===== config.mk =====
export PLATFORM = sky130hd
export DESIGN_NAME = mul_err_accum
export DESIGN_NICKNAME = d
export VERILOG_FILES = /design/src/rtl/mul_err_accum.sv
export SDC_FILE = /design/constraint.sdc
export NUM_CORES = 1
export LEC_CHECK = 0
export ABC_AREA = 1
export BUFFER_PORTS_ARGS = -buffer_cell sky130_fd_sc_hd__buf_2
export CORE_MARGIN = 4
export CORE_UTILIZATION = 35
export DETAILED_ROUTE_END_ITERATION = 12
export PLACE_DENSITY = 0.5
export SLEW_MARGIN = 20
export SYNTH_ARGS = -nofsm -noshare
export SYNTH_HDL_FRONTEND = slang
export SYNTH_SLANG_ARGS = --single-unit

===== constraint.sdc =====
create_clock -name clk -period 15 [get_ports clk]
set_input_delay 3.75 -clock clk [delete_from_list [all_inputs] [get_ports clk]]
set_output_delay 3.75 -clock clk [all_outputs]
set_load 0.02 [all_outputs]

===== src/rtl/mul_err_accum.sv =====
// Error-metric accumulator for an 8-bit approximate multiplier: compares each apprx
// against the exact product and accumulates count, error count, signed/absolute sums and max.
module mul_err_accum #(
  parameter int W         = 8,
  parameter int N_SAMPLES = 10000,
  parameter int CNT_W     = 32,
  parameter int SUM_W     = 48
) (
  input  logic             clk,
  input  logic             rst,
  input  logic             start,
  input  logic             in_valid,
  output logic             in_ready,
  input  logic [W-1:0]     a,
  input  logic [W-1:0]     b,
  input  logic [2*W-1:0]   apprx,
  output logic             busy,
  output logic             done,
  output logic [CNT_W-1:0] sample_count,
  output logic [CNT_W-1:0] err_count,
  output logic [SUM_W-1:0] sum_abs_ed,
  output logic [SUM_W-1:0] sum_ed,
  output logic [2*W-1:0]   max_abs_ed,
  output logic [1:0]       dbg_state
);

  localparam int P = 2 * W;

  // Handshake: a sample is taken on a rising edge where in_valid && in_ready;
  // in_ready depends only on internal state, never on in_valid.
  typedef enum logic [1:0] {IDLE = 2'd0, RUN = 2'd1, DRAIN = 2'd2, DONE = 2'd3} state_t;

  state_t           state_q, state_d;
  logic             drain_q, drain_d;
  logic [CNT_W-1:0] acc_q, acc_d;

  logic [W-1:0]     a0_q, a0_d, b0_q, b0_d;
  logic [P-1:0]     ap0_q, ap0_d;
  logic             v0_q, v0_d;

  logic [P:0]       ed1_q, ed1_d;
  logic [P-1:0]     abs1_q, abs1_d;
  logic             mism1_q, mism1_d, v1_q, v1_d;

  logic [CNT_W-1:0] cnt_q, cnt_d, err_q, err_d;
  logic [SUM_W-1:0] sabs_q, sabs_d, sed_q, sed_d;
  logic [P-1:0]     max_q, max_d;

  logic             accept;
  logic [P-1:0]     exact_c;
  logic [P:0]       ed_c;

  assign in_ready = (state_q == RUN) && (acc_q < CNT_W'(N_SAMPLES));
  assign accept   = in_valid && in_ready;
  assign busy     = (state_q == RUN) || (state_q == DRAIN);
  assign done     = (state_q == DONE);
  assign exact_c  = {{W{1'b0}}, a0_q} * {{W{1'b0}}, b0_q};
  assign ed_c     = {1'b0, exact_c} - {1'b0, ap0_q};

  always_comb begin
    state_d = state_q;
    drain_d = drain_q;
    acc_d   = acc_q;
    a0_d    = a0_q;
    b0_d    = b0_q;
    ap0_d   = ap0_q;
    v0_d    = accept;
    ed1_d   = ed1_q;
    abs1_d  = abs1_q;
    mism1_d = mism1_q;
    v1_d    = v0_q;
    cnt_d   = cnt_q;
    err_d   = err_q;
    sabs_d  = sabs_q;
    sed_d   = sed_q;
    max_d   = max_q;

    case (state_q)
      IDLE:  if (start) state_d = RUN;
      RUN: begin
        if (accept) begin
          acc_d = acc_q + CNT_W'(1);
          if (acc_q == CNT_W'(N_SAMPLES - 1)) begin
            state_d = DRAIN;
            drain_d = 1'b0;
          end
        end
      end
      DRAIN: begin
        drain_d = 1'b1;
        if (drain_q) state_d = DONE;
      end
      DONE:  state_d = IDLE;
      default: state_d = IDLE;
    endcase

    if (accept) begin
      a0_d  = a;
      b0_d  = b;
      ap0_d = apprx;
    end

    if (v0_q) begin
      ed1_d   = ed_c;
      abs1_d  = ed_c[P] ? (~ed_c[P-1:0] + P'(1)) : ed_c[P-1:0];
      mism1_d = (exact_c != ap0_q);
    end

    if (v1_q) begin
      cnt_d  = cnt_q + CNT_W'(1);
      err_d  = err_q + CNT_W'(mism1_q);
      sabs_d = sabs_q + SUM_W'(abs1_q);
      sed_d  = sed_q + {{(SUM_W-P-1){ed1_q[P]}}, ed1_q};
      if (abs1_q > max_q) max_d = abs1_q;
    end

    // Pipeline is empty in IDLE, so clearing never races an accumulation.
    if ((state_q == IDLE) && start) begin
      acc_d  = '0;
      cnt_d  = '0;
      err_d  = '0;
      sabs_d = '0;
      sed_d  = '0;
      max_d  = '0;
    end
  end

  always_ff @(posedge clk or posedge rst) begin
    if (rst) begin
      state_q <= IDLE;
      drain_q <= 1'b0;
      acc_q   <= '0;
      a0_q    <= '0;
      b0_q    <= '0;
      ap0_q   <= '0;
      v0_q    <= 1'b0;
      ed1_q   <= '0;
      abs1_q  <= '0;
      mism1_q <= 1'b0;
      v1_q    <= 1'b0;
      cnt_q   <= '0;
      err_q   <= '0;
      sabs_q  <= '0;
      sed_q   <= '0;
      max_q   <= '0;
    end else begin
      state_q <= state_d;
      drain_q <= drain_d;
      acc_q   <= acc_d;
      a0_q    <= a0_d;
      b0_q    <= b0_d;
      ap0_q   <= ap0_d;
      v0_q    <= v0_d;
      ed1_q   <= ed1_d;
      abs1_q  <= abs1_d;
      mism1_q <= mism1_d;
      v1_q    <= v1_d;
      cnt_q   <= cnt_d;
      err_q   <= err_d;
      sabs_q  <= sabs_d;
      sed_q   <= sed_d;
      max_q   <= max_d;
    end
  end

  assign sample_count = cnt_q;
  assign err_count    = err_q;
  assign sum_abs_ed   = sabs_q;
  assign sum_ed       = sed_q;
  assign max_abs_ed   = max_q;
  assign dbg_state    = state_q;

endmodule


==> results <==
- The synthesis-to-layout area growth is 14.7%.
- The final-report hold violation count is 0.
- The clock reaches the later pin of the worst-skew pair after 0.57 ns.
- The top-level I/O count is 217.
- The final design utilization is 0.408.
- The net count of the mapped netlist is 3,379.
- The final worst hold slack is 0.484 ns.
- The fmax is 0.149 GHz.
- The class of the tightest hold or removal check is flop to flop.
- The via count of the first global-routing pass was 20,652.
- STA classifies the critical path endpoint as a flop.
- The floorplan has 90 rows.
- The initial core utilization is 0.356.
- The die extent in x is 257 µm.
- The share of synthesized area in the top cell type comes to 0.321.
- The tool flagged a number of max-cap violations equal to 0.
- The combined global-route utilization of all metal layers is 0.212.
- The cell sitting at the root of the clock tree is a sky130_fd_sc_hd__clkbuf_16.
- The area of the mapped netlist is 21,600 µm².
- The remaining max-slew budget at the tightest pin is 0.319.
- The register area is 6960 µm².
- Ranked by total cell area, the synthesized netlist is headed by sky130_fd_sc_hd__dfrtp_1 (32%), sky130_fd_sc_hd__nand2_1 (16%), sky130_fd_sc_hd__ha_1 (8.2%).
- The worst register-to-register path has a setup slack of 8.65 ns.
- The detailed router finished its first iteration with 1,295 violations.
- The setup violation total in the final timing report is 0.
- The weighted congestion reported at the end of routability-driven placement is 0.929.
- The number of antenna violations at the first check in global routing is 0.
- The total count of max-transition violations in the final report came to 0.
- In the final layout, the share of cells above drive strength 1 is 0.106.
- The number of detailed-route iterations in the first pass is 5.
- The cell type with the highest aggregate area in the netlist is sky130_fd_sc_hd__dfrtp_1.
- The mean instance size in the synthesized netlist is 6.84 µm².
- The worst-case clock buffer depth is 3.
- Traced cell by cell, the critical path runs through buf_2 > nand2_2 > buf_4 > inv_2 > nor2_4 > buf_16 > buf_4 > inv_1 > nand2_1 > inv_1 > nand2_1 > nand2_1 > nand2_1 > nor2_1.
- In this run, CTS created clock tree buffers numbering 37.
- The critical path depth is 14.
- The final routed DRC violation total is 0.
- The sequential-to-total area share from yosys stat is 0.321.
- The first global-routing pass estimated 114,000 µm of wire.
- Entering global routing, the biggest net connects 137 pins.
- The count of inserted antenna diode cells is 0.
- Summed over all layers, the routed wires come to 71,200 µm.
- The clock sink count is 278.
- In the synthesized netlist, the number of instances is 3,163.
- The power per cell area is 263 nW/µm².
- In this design, the largest share of critical-path delay is due to buffers and inverters.
- The worst hold path was traced through 2 stages.
- Input and output buffers added on the ports amount to 216.
- The via density per instance is 5.08.
- The transition at the pin with the smallest max-transition slack is 1.02 ns.
- The required time of the worst setup path is 15.46 ns.
- Summing all multi-input logic gate instances after layout gives 12,600 µm².
- In this run the post-CTS setup repair buffer count came out at 0.
- The endpoint arrival time on the critical path is 7.17 ns.
- Of all nets on the critical path, the largest fanout is 84.
- The type of origin of the critical path is an input pin.
- The most numerous cell on the critical path is sky130_fd_sc_hd__nand2_1.
- The net count of the finished layout is 3,570.
- Of the available clock period, the critical path in the final layout requires 0.447.
- The clock skew is 0.0213 ns.
- The count of nets left with antenna violations once routing finished came out at 0.
- The quantity of hold-fixing buffers added after cts is 0.
- IR analysis of the VDD net gives a maximum drop of 0.000172 V.
- TritonCTS built the clock tree.
- Adding up every negative setup slack in the final design gives 0 ns.
- The post-layout minimum cycle time is 6.70 ns.
- After clock tree synthesis, the repair step resized 0 gates.
- The slowest stage cell on the critical path is sky130_fd_sc_hd__buf_4.
- The post-synthesis register bit count is 278.
- The highest cell delay on the worst timing path is 0.71 ns.
- During synthesis, Yosys emitted a total of 0 warnings.
- The sum of net half-perimeters after detailed placement is 54,800 µm.
- The startpoint-to-endpoint class of the critical path is input pin to flop.
- The floorplan step defined a core boundary enclosing 60,800 µm².
- The area of the die is 65,900 µm².
- The distinct cell type count of the synthesized netlist is 59.
- The maximum level of the CTS H-tree is 2.
- In the final routed layout, each cell accounts on average for 17.1 µm.
- The number of inserted filler cells in the final layout is 6,450.
- The detailed-route via count is 21,137.
- The worst path buffer plus inverter count is 7.
- Clock-pin slew was measured on the worst setup and hold paths at 0.06 ns.
- The total global routing overflow is 0.
- The static leakage is 0.0130 µW.
- The flow ran to the end, and the final reports show no timing, DRC or antenna violations.
- Setup repair after global routing left no endpoint under its margin.
- Measured in cells, the most critical reg-to-reg path has a length of 28.
- The overall die height is 257 µm.
==> cell type report <==
type                            instances  area share
Timing Repair Buffer                  229      0.0490
Multi-Input combinational cell       2344       0.508
Tap cell                              782      0.0394
Clock inverter                         19      0.0123
Inverter                              464      0.0708
Sequential cell                       278       0.280
Clock buffer                           47      0.0404
==> cell usage after synthesis (all sizes together) <==
| cell | number |
|---|---|
| dfrtp | 278 |
| a22o | 4 |
| nor2 | 346 |
| a311oi | 2 |
| ha | 141 |
| nor3b | 4 |
| a211oi | 5 |
| a21boi | 5 |
| a31oi | 9 |
| buf | 33 |
| xor2 | 35 |
| nor3 | 73 |
| nand4 | 67 |
| nor4 | 12 |
| a21o | 2 |
| a41oi | 1 |
| nand3 | 198 |
| inv | 464 |
| o31ai | 24 |
| nor4b | 1 |
| fa | 39 |
| a32o | 4 |
| clkbuf | 44 |
| o22ai | 4 |
| o21a | 11 |
| nand2 | 919 |
| o2111ai | 1 |
| xnor2 | 10 |
| o2111a | 1 |
| a21oi | 180 |
| or2 | 2 |
| o211ai | 11 |
| and2 | 6 |
| o21bai | 8 |
| nand3b | 9 |
| o21ai | 203 |
| a31o | 1 |
| and3 | 6 |
==> flip-flops by register name, indices dropped and copies added, names as in the netlist <==
signal	flops
sum_abs_ed	48
sum_ed	48
acc_q	32
err_count	32
sample_count	32
ed1_q	17
ap0_q	16
max_abs_ed	16
abs1_q	15
a0_q	8
b0_q	8
dbg_state	2
drain_q	1
mism1_q	1
v0_q	1
v1_q	1
==> path summary, 6_finish.rpt <==
kind	start	endpoint
max	start	sum_abs_ed[21]
min	acc_q[5]	acc_q[5]
max reg2reg	a0_q[0]	abs1_q[7]
min reg2reg	acc_q[5]	acc_q[5]
max in group asynchronous	rst	sample_count[12]
min in group asynchronous	rst	sum_ed[43]
==> layer usage <==
metal,global-route usage,share of wire,up-vias
met5,0,0,-
met4,0.0547,0.023,0
met3,0.0360,0.053,86
met2,0.347,0.45,467
met1,0.292,0.47,9974
li1,-,-,10610
==> layout by cell type, fill, tap and decap left out, types with 11 or more instances in the layout <==
| cell | Yosys | final |
|---|---|---|
| sky130_fd_sc_hd__nand3_1 | 194 | 194 |
| sky130_fd_sc_hd__nor2_2 | 19 | 18 |
| sky130_fd_sc_hd__o31ai_1 | 24 | 24 |
| sky130_fd_sc_hd__nor2_1 | 322 | 321 |
| sky130_fd_sc_hd__o21a_1 | 11 | 11 |
| sky130_fd_sc_hd__nor4_1 | 11 | 11 |
| sky130_fd_sc_hd__xor2_1 | 34 | 34 |
| sky130_fd_sc_hd__nor3_1 | 69 | 69 |
| sky130_fd_sc_hd__inv_1 | 456 | 455 |
| sky130_fd_sc_hd__nand4_1 | 67 | 67 |
| sky130_fd_sc_hd__o21ai_0 | 188 | 188 |
| sky130_fd_sc_hd__fa_1 | 39 | 39 |
| sky130_fd_sc_hd__dfrtp_1 | 278 | 278 |
| sky130_fd_sc_hd__a21oi_1 | 177 | 177 |
| sky130_fd_sc_hd__buf_2 | 12 | 216 |
| sky130_fd_sc_hd__clkbuf_16 | 0 | 37 |
| sky130_fd_sc_hd__ha_1 | 141 | 141 |
| sky130_fd_sc_hd__nand2_1 | 908 | 907 |
==> report_power, final <==
part	internal, µW	total, µW	switching [µW]
combinational	1400	4360	2950
sequential	951	1200	251
clock	583	960	377
total	2940	6520	3580
==> kinds of logic after synthesis <==
kind of cell / count (synthesis) / share of synthesized area
AO/OA/AOI/OAI: 476 / 0.123
buffers and inverters: 541 / 0.0971
XOR/XNOR: 45 / 0.0186
flip-flops: 278 / 0.321
AND/OR/NAND/NOR: 1643 / 0.322
adder cells (fa/ha/maj): 180 / 0.118
==> metrics by stage <==
stage / instance area (µm²) / instances / setup WS [ns] / power, µW
after floorplan: 21600 / 3163 / 3.58 / 4430
after global placement: 23400 / 4094 / 7.35 / 5510
after detailed placement: 23400 / 4094 / 7.29 / 5550
after CTS: 24800 / 4160 / 7.90 / 6560
after global routing: 24800 / 4163 / 7.92 / 7260
final: 24800 / 4163 / 8.30 / 6520
==> worst register-to-register path, delay by kind of cell, from the launching register on <==
kind	cells	cell delay (ns)
and+or+nand+nor	8	1.30
xor gates and xnor gates	1	0.15
DFF	1	0.53
buffers and inverters	6	0.33
adders and majority gates	6	2.85
AOI/OAI and AO/OA	7	1.07
Note: power is estimated with default switching activity, not from simulation.
